`config.mk`:
```
export PLATFORM = sky130hd
export DESIGN_NAME = cond_unit_flat
export DESIGN_NICKNAME = d
export VERILOG_FILES = /design/src/rtl/cond_pkg.sv /design/src/rtl/cond_unit_if.sv /design/src/rtl/cond_eval.sv /design/src/rtl/cond_unit.sv /design/src/flat_wrapper.sv
export SDC_FILE = /design/constraint.sdc
export NUM_CORES = 1
export LEC_CHECK = 0
export BUFFER_PORTS_ARGS = -buffer_cell sky130_fd_sc_hd__buf_2
export CORE_AREA = 4 4 74 127
export DETAILED_ROUTE_END_ITERATION = 12
export DIE_AREA = 0 0 78 131
export GPL_ROUTABILITY_DRIVEN = 0
export PLACE_DENSITY = 0.67
export SLEW_MARGIN = 20
export SYNTH_ARGS = -nofsm -noshare
export SYNTH_HDL_FRONTEND = slang
export SYNTH_SLANG_ARGS = --single-unit
```
`constraint.sdc`:
```
create_clock -name clk -period 4.69 [get_ports clk]
set_input_delay 0.938 -clock clk [delete_from_list [all_inputs] [get_ports clk]]
set_output_delay 0.938 -clock clk [all_outputs]
set_load 0.02 [all_outputs]
```
`src/rtl/cond_pkg.sv`:
```
// cond_pkg: shared types for the condition-flag unit.
//   br_type_t   : branch request kind (B, B.cond, CBZ, CBNZ)
//   cond_t      : LEGv8 condition codes EQ..NV
//   nzcv_t      : packed flag register {n, z, c, v}
//   out_state_t : state of the one-entry decision register
package cond_pkg;

   typedef enum logic [1:0] {
      BR_B    = 2'd0,
      BR_COND = 2'd1,
      BR_CBZ  = 2'd2,
      BR_CBNZ = 2'd3
   } br_type_t;

   typedef enum logic [3:0] {
      CC_EQ = 4'h0,
      CC_NE = 4'h1,
      CC_HS = 4'h2,
      CC_LO = 4'h3,
      CC_MI = 4'h4,
      CC_PL = 4'h5,
      CC_VS = 4'h6,
      CC_VC = 4'h7,
      CC_HI = 4'h8,
      CC_LS = 4'h9,
      CC_GE = 4'hA,
      CC_LT = 4'hB,
      CC_GT = 4'hC,
      CC_LE = 4'hD,
      CC_AL = 4'hE,
      CC_NV = 4'hF
   } cond_t;

   typedef struct packed {
      logic n;
      logic z;
      logic c;
      logic v;
   } nzcv_t;

   typedef enum logic {
      ST_EMPTY = 1'b0,
      ST_FULL  = 1'b1
   } out_state_t;

endpackage

```
`src/rtl/cond_unit_if.sv`:
```
// cond_unit_if: bundle between the datapath/PC logic and cond_unit.
//   master : datapath side, drives ALU flags, set_flags, the branch request
//            (br_valid/br_type/br_cond) and res_ready; observes the rest.
//   slave  : cond_unit side, drives br_ready, res_valid, res_taken, flags,
//            br_count, taken_count.
// Parameter CNT_W must match the CNT_W of the attached cond_unit.
interface cond_unit_if #(
   parameter int CNT_W = 32
);
   import cond_pkg::*;

   logic             alu_negative;
   logic             alu_zero;
   logic             alu_overflow;
   logic             alu_carry_out;
   logic             set_flags;
   logic             br_valid;
   logic             br_ready;
   br_type_t         br_type;
   cond_t            br_cond;
   logic             res_valid;
   logic             res_ready;
   logic             res_taken;
   nzcv_t            flags;
   logic [CNT_W-1:0] br_count;
   logic [CNT_W-1:0] taken_count;

   modport master (
      output alu_negative, alu_zero, alu_overflow, alu_carry_out,
      output set_flags, br_valid, br_type, br_cond, res_ready,
      input  br_ready, res_valid, res_taken, flags, br_count, taken_count
   );

   modport slave (
      input  alu_negative, alu_zero, alu_overflow, alu_carry_out,
      input  set_flags, br_valid, br_type, br_cond, res_ready,
      output br_ready, res_valid, res_taken, flags, br_count, taken_count
   );

endinterface

```
`src/rtl/cond_eval.sv`:
```
// cond_eval: combinational LEGv8 condition evaluator. This is the single
// home of the B.cond condition table.
//   cond_i  : condition code
//   nzcv_i  : flags to evaluate against
//   taken_o : condition holds
module cond_eval
   import cond_pkg::*;
(
   input  cond_t cond_i,
   input  nzcv_t nzcv_i,
   output logic  taken_o
);

   logic ge;
   logic hi;
   logic gt;

   assign ge = (nzcv_i.n == nzcv_i.v);
   assign hi = nzcv_i.c & ~nzcv_i.z;
   assign gt = ~nzcv_i.z & ge;

   always_comb begin
      taken_o = 1'b0;
      case (cond_i)
         CC_EQ:   taken_o =  nzcv_i.z;
         CC_NE:   taken_o = ~nzcv_i.z;
         CC_HS:   taken_o =  nzcv_i.c;
         CC_LO:   taken_o = ~nzcv_i.c;
         CC_MI:   taken_o =  nzcv_i.n;
         CC_PL:   taken_o = ~nzcv_i.n;
         CC_VS:   taken_o =  nzcv_i.v;
         CC_VC:   taken_o = ~nzcv_i.v;
         CC_HI:   taken_o =  hi;
         CC_LS:   taken_o = ~hi;
         CC_GE:   taken_o =  ge;
         CC_LT:   taken_o = ~ge;
         CC_GT:   taken_o =  gt;
         CC_LE:   taken_o = ~gt;
         // NV behaves as "always" in LEGv8, same as AL.
         CC_AL:   taken_o = 1'b1;
         CC_NV:   taken_o = 1'b1;
         default: taken_o = 1'b0;
      endcase
   end

endmodule

```
`src/rtl/cond_unit.sv`:
```
// cond_unit: NZCV flag register, branch-condition resolver and branch
// statistics for the CPU datapath.
//   clk   : clock, rising edge
//   reset : asynchronous active-high reset
//   bus   : cond_unit_if.slave (ALU flags, set_flags, branch request
//           handshake, registered decision handshake, flags, counters)
// Build option: COND_UNIT_FWD_EN -- when defined, a B.cond accepted in the
// same cycle as set_flags evaluates on the incoming ALU flags; otherwise it
// evaluates on the register value from before the update.
//
// Output-register states:
//   state    | meaning
//   ST_EMPTY | no decision held, res_valid=0
//   ST_FULL  | decision held in taken_q, res_valid=1
module cond_unit
   import cond_pkg::*;
#(
   parameter int CNT_W = 32
) (
   input  logic        clk,
   input  logic        reset,
   cond_unit_if.slave  bus
);

   out_state_t       state_q, state_d;
   nzcv_t            flags_q, flags_d;
   logic             taken_q, taken_d;
   logic [CNT_W-1:0] br_cnt_q, br_cnt_d;
   logic [CNT_W-1:0] tk_cnt_q, tk_cnt_d;

   nzcv_t            alu_nzcv;
   nzcv_t            eval_nzcv;
   logic             cond_taken;
   logic             dec_taken;
   logic             res_valid;
   logic             br_ready;
   logic             accept;
   logic             drain;

   assign alu_nzcv = '{n: bus.alu_negative, z: bus.alu_zero,
                       c: bus.alu_carry_out, v: bus.alu_overflow};

`ifdef COND_UNIT_FWD_EN
   assign eval_nzcv = bus.set_flags ? alu_nzcv : flags_q;
`else
   assign eval_nzcv = flags_q;
`endif

   cond_eval u_cond_eval (
      .cond_i  (bus.br_cond),
      .nzcv_i  (eval_nzcv),
      .taken_o (cond_taken)
   );

   // CBZ/CBNZ test the live ALU zero flag, not the registered Z.
   always_comb begin
      dec_taken = 1'b0;
      case (bus.br_type)
         BR_B:    dec_taken = 1'b1;
         BR_COND: dec_taken = cond_taken;
         BR_CBZ:  dec_taken = bus.alu_zero;
         BR_CBNZ: dec_taken = ~bus.alu_zero;
         default: dec_taken = 1'b0;
      endcase
   end

   assign accept = bus.br_valid & br_ready;
   assign drain  = res_valid & bus.res_ready;

   // FSM: state register
   always_ff @(posedge clk or posedge reset) begin
      if (reset) begin
         state_q <= ST_EMPTY;
      end else begin
         state_q <= state_d;
      end
   end

   // FSM: next state
   always_comb begin
      state_d = state_q;
      case (state_q)
         ST_EMPTY: if (accept)           state_d = ST_FULL;
         ST_FULL:  if (drain && !accept) state_d = ST_EMPTY;
         default:  state_d = ST_EMPTY;
      endcase
   end

   // FSM: outputs
   always_comb begin
      res_valid = (state_q == ST_FULL);
      br_ready  = ~res_valid | bus.res_ready;
   end

   // Datapath next-state: flag register, held decision, saturating counters.
   always_comb begin
      flags_d  = bus.set_flags ? alu_nzcv : flags_q;
      taken_d  = accept ? dec_taken : taken_q;
      br_cnt_d = br_cnt_q;
      tk_cnt_d = tk_cnt_q;
      if (accept && !(&br_cnt_q)) begin
         br_cnt_d = br_cnt_q + CNT_W'(1);
      end
      if (accept && dec_taken && !(&tk_cnt_q)) begin
         tk_cnt_d = tk_cnt_q + CNT_W'(1);
      end
   end

   always_ff @(posedge clk or posedge reset) begin
      if (reset) begin
         flags_q  <= '0;
         taken_q  <= 1'b0;
         br_cnt_q <= '0;
         tk_cnt_q <= '0;
      end else begin
         flags_q  <= flags_d;
         taken_q  <= taken_d;
         br_cnt_q <= br_cnt_d;
         tk_cnt_q <= tk_cnt_d;
      end
   end

   assign bus.br_ready    = br_ready;
   assign bus.res_valid   = res_valid;
   assign bus.res_taken   = taken_q;
   assign bus.flags       = flags_q;
   assign bus.br_count    = br_cnt_q;
   assign bus.taken_count = tk_cnt_q;

endmodule

```
`src/flat_wrapper.sv`:
```
// flat-port wrapper written by rule: the top's interface ports become plain ports
module cond_unit_flat import cond_pkg::*;
#(
   parameter int CNT_W = 32
)
  (clk, reset, bus_alu_negative, bus_alu_zero, bus_alu_overflow, bus_alu_carry_out, bus_set_flags, bus_br_valid, bus_br_type, bus_br_cond, bus_res_ready, bus_br_ready, bus_res_valid, bus_res_taken, bus_flags, bus_br_count, bus_taken_count);
  cond_unit_if #(.CNT_W(CNT_W)) bus_i ();
  input  logic clk;
  input  logic reset;
  input wire logic [$bits(bus_i.alu_negative)-1:0] bus_alu_negative;
  input wire logic [$bits(bus_i.alu_zero)-1:0] bus_alu_zero;
  input wire logic [$bits(bus_i.alu_overflow)-1:0] bus_alu_overflow;
  input wire logic [$bits(bus_i.alu_carry_out)-1:0] bus_alu_carry_out;
  input wire logic [$bits(bus_i.set_flags)-1:0] bus_set_flags;
  input wire logic [$bits(bus_i.br_valid)-1:0] bus_br_valid;
  input wire logic [$bits(bus_i.br_type)-1:0] bus_br_type;
  input wire logic [$bits(bus_i.br_cond)-1:0] bus_br_cond;
  input wire logic [$bits(bus_i.res_ready)-1:0] bus_res_ready;
  output wire logic [$bits(bus_i.br_ready)-1:0] bus_br_ready;
  output wire logic [$bits(bus_i.res_valid)-1:0] bus_res_valid;
  output wire logic [$bits(bus_i.res_taken)-1:0] bus_res_taken;
  output wire logic [$bits(bus_i.flags)-1:0] bus_flags;
  output wire logic [$bits(bus_i.br_count)-1:0] bus_br_count;
  output wire logic [$bits(bus_i.taken_count)-1:0] bus_taken_count;
  assign bus_i.alu_negative = bus_alu_negative;
  assign bus_i.alu_zero = bus_alu_zero;
  assign bus_i.alu_overflow = bus_alu_overflow;
  assign bus_i.alu_carry_out = bus_alu_carry_out;
  assign bus_i.set_flags = bus_set_flags;
  assign bus_i.br_valid = bus_br_valid;
  assign bus_i.br_type = bus_br_type;
  assign bus_i.br_cond = bus_br_cond;
  assign bus_i.res_ready = bus_res_ready;
  assign bus_br_ready = bus_i.br_ready;
  assign bus_res_valid = bus_i.res_valid;
  assign bus_res_taken = bus_i.res_taken;
  assign bus_flags = bus_i.flags;
  assign bus_br_count = bus_i.br_count;
  assign bus_taken_count = bus_i.taken_count;
  cond_unit #(.CNT_W(CNT_W)) u_core (.clk(clk), .reset(reset), .bus(bus_i));
endmodule
```
==> results.sh <==
export IMPL_total_power_mw=1.63
export IMPL_tightest_slew_ns=0.834
export IMPL_setup_tns_final_ns=0
export IMPL_grt_max_degree=42
export IMPL_drc=0
export IMPL_placed_area_um2=4170
export IMPL_drtPass1Iterations=4
export IMPL_dp_cells=534
export IMPL_comb_power_share=0.183
export IMPL_area_delta_synth_final_pct=19.8
export IMPL_grt_antenna_before_repair=0
export IMPL_p_seq_frac=0.451
export IMPL_yosysTopAreaCell="dfrtp_1"
export IMPL_grt_usage=0.175
export IMPL_htree_levels=3
export IMPL_row_count=44
export IMPL_rsz0062_at_grt="no"
export IMPL_ios=86
export IMPL_ys_types=52
export IMPL_vias=2930
export IMPL_overflow=0
export IMPL_p_leak_nw=2.18
export IMPL_highest_layer="met4"
export IMPL_dr_wl_met2_um=4290
export IMPL_p_per_area_nw_per_um2=368
export IMPL_whs_endpoint="u_core.bus.taken_count[27]"
export IMPL_postSynthRegisterBits=70
export IMPL_grt_pass1_vias=2932
export IMPL_end_kind="flip-flop"
export IMPL_reg2reg_depth=6
export IMPL_wl_per_cell_um=15.1
export IMPL_hold_buffers=0
export IMPL_period_needed_ns=2.76
export IMPL_syn_inst=347
export IMPL_initial_core_util=0.445
export IMPL_start_kind="input port"
export IMPL_cts_buffers_inserted=9
export IMPL_hold_violations=0
export IMPL_worstSkewPairLatency_ns=0.33
export IMPL_antennaDiodeCount=0
export IMPL_die_h_um=131
export IMPL_hpwl_um=6040
export IMPL_min_period_over_period=0.589
export IMPL_cts_sinks=70
export IMPL_die_width_um=78
export IMPL_stdcell_count=548
export IMPL_r2r_end="u_core.bus.br_count[1]"
export IMPL_ys_seq_area_frac=0.474
export IMPL_die_area_um2=10200
export IMPL_swShare=0.303
export IMPL_synth_cell_area_um2=3700
export IMPL_clock_tree_root_cell="clkbuf_16"
export IMPL_viasPerCell=5.35
export IMPL_cts_setup_buffers=0
export IMPL_core_um2=8310
export IMPL_finalInstanceArea_um2=4430
export IMPL_rrSetupSlack_ns=2.05
export IMPL_cts_resized=0
export IMPL_min_delay_start="u_core.bus.taken_count[27]"
export IMPL_whs_ns=0.484
export IMPL_setup_viol=0
export IMPL_timing_rr_start="u_core.bus.br_count[2]"
export IMPL_clockBufferDepth=2
export IMPL_yosysMostFrequentCell="dfrtp_1"
export IMPL_postRouteWirelength_um=8300
export IMPL_max_freq_mhz=362
export IMPL_p_clk_frac=0.367
export IMPL_final_max_slew_viol_count=0
export IMPL_ir_worst_vdd_mv=0.280
export IMPL_critical_path_required_ns=4.90
export IMPL_nets=447
export IMPL_drt_iter0_markers=148
export IMPL_status="finished, final reports clean"
export IMPL_cts_tree="yes"
export IMPL_met3_length_um=355
export IMPL_yosys_warnings=0
export IMPL_grt_pass1_wl_um=14200
export IMPL_drive_gt1_frac=0.305
export IMPL_slew_headroom=0.443
export IMPL_netSwitchingPower_mw=0.494
export IMPL_ant_nets=0
export IMPL_internal_power_mw=1.14
export IMPL_path_clk_slew_ns=0.05
export IMPL_maxCapViolations=0
export IMPL_cp_max_fo=32
export IMPL_port_buffers=85
export IMPL_synth_avg_cell_area_um2=10.7
export IMPL_critPathKind="input port to flip-flop"
export IMPL_worstPathArrival_ns=2.97
export IMPL_hp_class="flip-flop to flip-flop"
export IMPL_hold_depth=1
export IMPL_syn_nets=364
export IMPL_synth_edf_count=0
export IMPL_ys_flop_type="dfrtp_1"
export IMPL_drt_met1_wl_um=3460
export IMPL_synthArstFlopShare=1.00
export IMPL_finalClockSkew_ns=0.00442
export IMPL_synth_top_area_frac=0.474
export IMPL_ys_top_cells_by_area="dfrtp_1, xor2_1, xnor2_1, nand3_1, nand4_1"
export IMPL_synthTopCellsByCount="dfrtp_1, xor2_1, xnor2_1"
[routing by layer]
| metal | vias up | global-route usage |
|---|---|---|
| met2 | 73 | 0.301 |
| li1 | 1403 | - |
| met1 | 1442 | 0.203 |
| met4 | 0 | 0.0742 |
| met5 | - | 0 |
| met3 | 12 | 0.0508 |
[cell type report]
| type | instances | area (um^2) |
|---|---|---|
| inverters | 7 | 26.3 |
| well taps | 115 | 144 |
| flip-flops and latches | 70 | 1750 |
| clock buffers | 12 | 246 |
| clock inverters | 2 | 10.0 |
| repair buffers | 87 | 440 |
| fillers | 746 | 3880 |
| multi-input cells | 255 | 1810 |
[critical path: stages]
cell and delay [ns]:
buf_2 0.20, or4b_2 0.60, a21oi_1 0.17, a211o_2 0.14
a211oi_4 0.03, buf_4 0.24, or2_2 0.36, mux2_2 0.27
[metrics by stage]
| step | utilization | setup WS, ns |
|---|---|---|
| final | 0.533 | 1.93 |
| after detailed placement | 0.502 | 1.61 |
| after CTS | 0.533 | 1.96 |
| after floorplan | - | 1.90 |
| after global routing | 0.533 | 1.85 |
| after global placement | 0.502 | 1.66 |
[worst max path at each step]
| stage | startpoint | to | slack [ns] |
|---|---|---|---|
| floorplan | bus_br_cond[2] | u_core.bus.taken_count[31] | 1.90 |
| global route | u_core.bus.br_count[2] | u_core.bus.br_count[1] | 1.85 |
| finish | bus_br_cond[3] | u_core.bus.taken_count[1] | 1.93 |
| global placement | bus_br_cond[3] | u_core.bus.taken_count[1] | 1.66 |
| CTS | bus_br_cond[3] | u_core.bus.taken_count[1] | 1.96 |
| detailed placement | bus_br_cond[3] | u_core.bus.taken_count[1] | 1.61 |
[flip-flops by register name (all words and copies together), names as in the netlist]
register,count
u_core.bus.res_valid,1
u_core.bus.taken_count,32
u_core.bus.br_count,32
u_core.bus.res_taken,1
u_core.bus.flags,4
[cell usage in the layout (no fill, tap or decap), types with 3 or more instances in the layout]
| cell type | n |
|---|---|
| a21o_1 | 3 |
| a21oi_1 | 3 |
| and2_1 | 3 |
| and3_1 | 7 |
| and4_1 | 4 |
| buf_2 | 85 |
| clkbuf_16 | 9 |
| dfrtp_1 | 70 |
| inv_1 | 6 |
| mux2_2 | 9 |
| nand2_1 | 26 |
| nand2b_1 | 6 |
| nand3_1 | 25 |
| nand4_1 | 20 |
| nand4b_1 | 4 |
| nor2_1 | 18 |
| nor3_1 | 8 |
| nor3_2 | 9 |
| nor3b_1 | 3 |
| nor4_1 | 10 |
| o21ai_0 | 4 |
| xnor2_1 | 30 |
| xor2_1 | 32 |
[cell families (layout without fill, tap and decap cells)]
| kind of cell | after synthesis | after routing | share of synthesized area |
|---|---|---|---|
| AND/OR/NAND/NOR | 164 | 164 | 0.271 |
| flip-flops | 70 | 70 | 0.474 |
| XOR/XNOR | 62 | 62 | 0.147 |
| buffers and inverters | 22 | 108 | 0.0386 |
| AO/OA/AOI/OAI | 18 | 18 | 0.0352 |
| multiplexers | 9 | 9 | 0.0274 |
| adder cells (fa/ha/maj) | 2 | 2 | 0.00677 |
[power groups by stage]
stage	clock (mW)	sequential (mW)	combinational, mW
floorplan	0	0.799	0.147
global placement	0	0.742	0.295
detailed placement	0	0.744	0.301
CTS	0.616	0.735	0.302
global route	0.641	0.745	0.329
finish	0.598	0.735	0.298
Power figures use the tool's default switching activity.
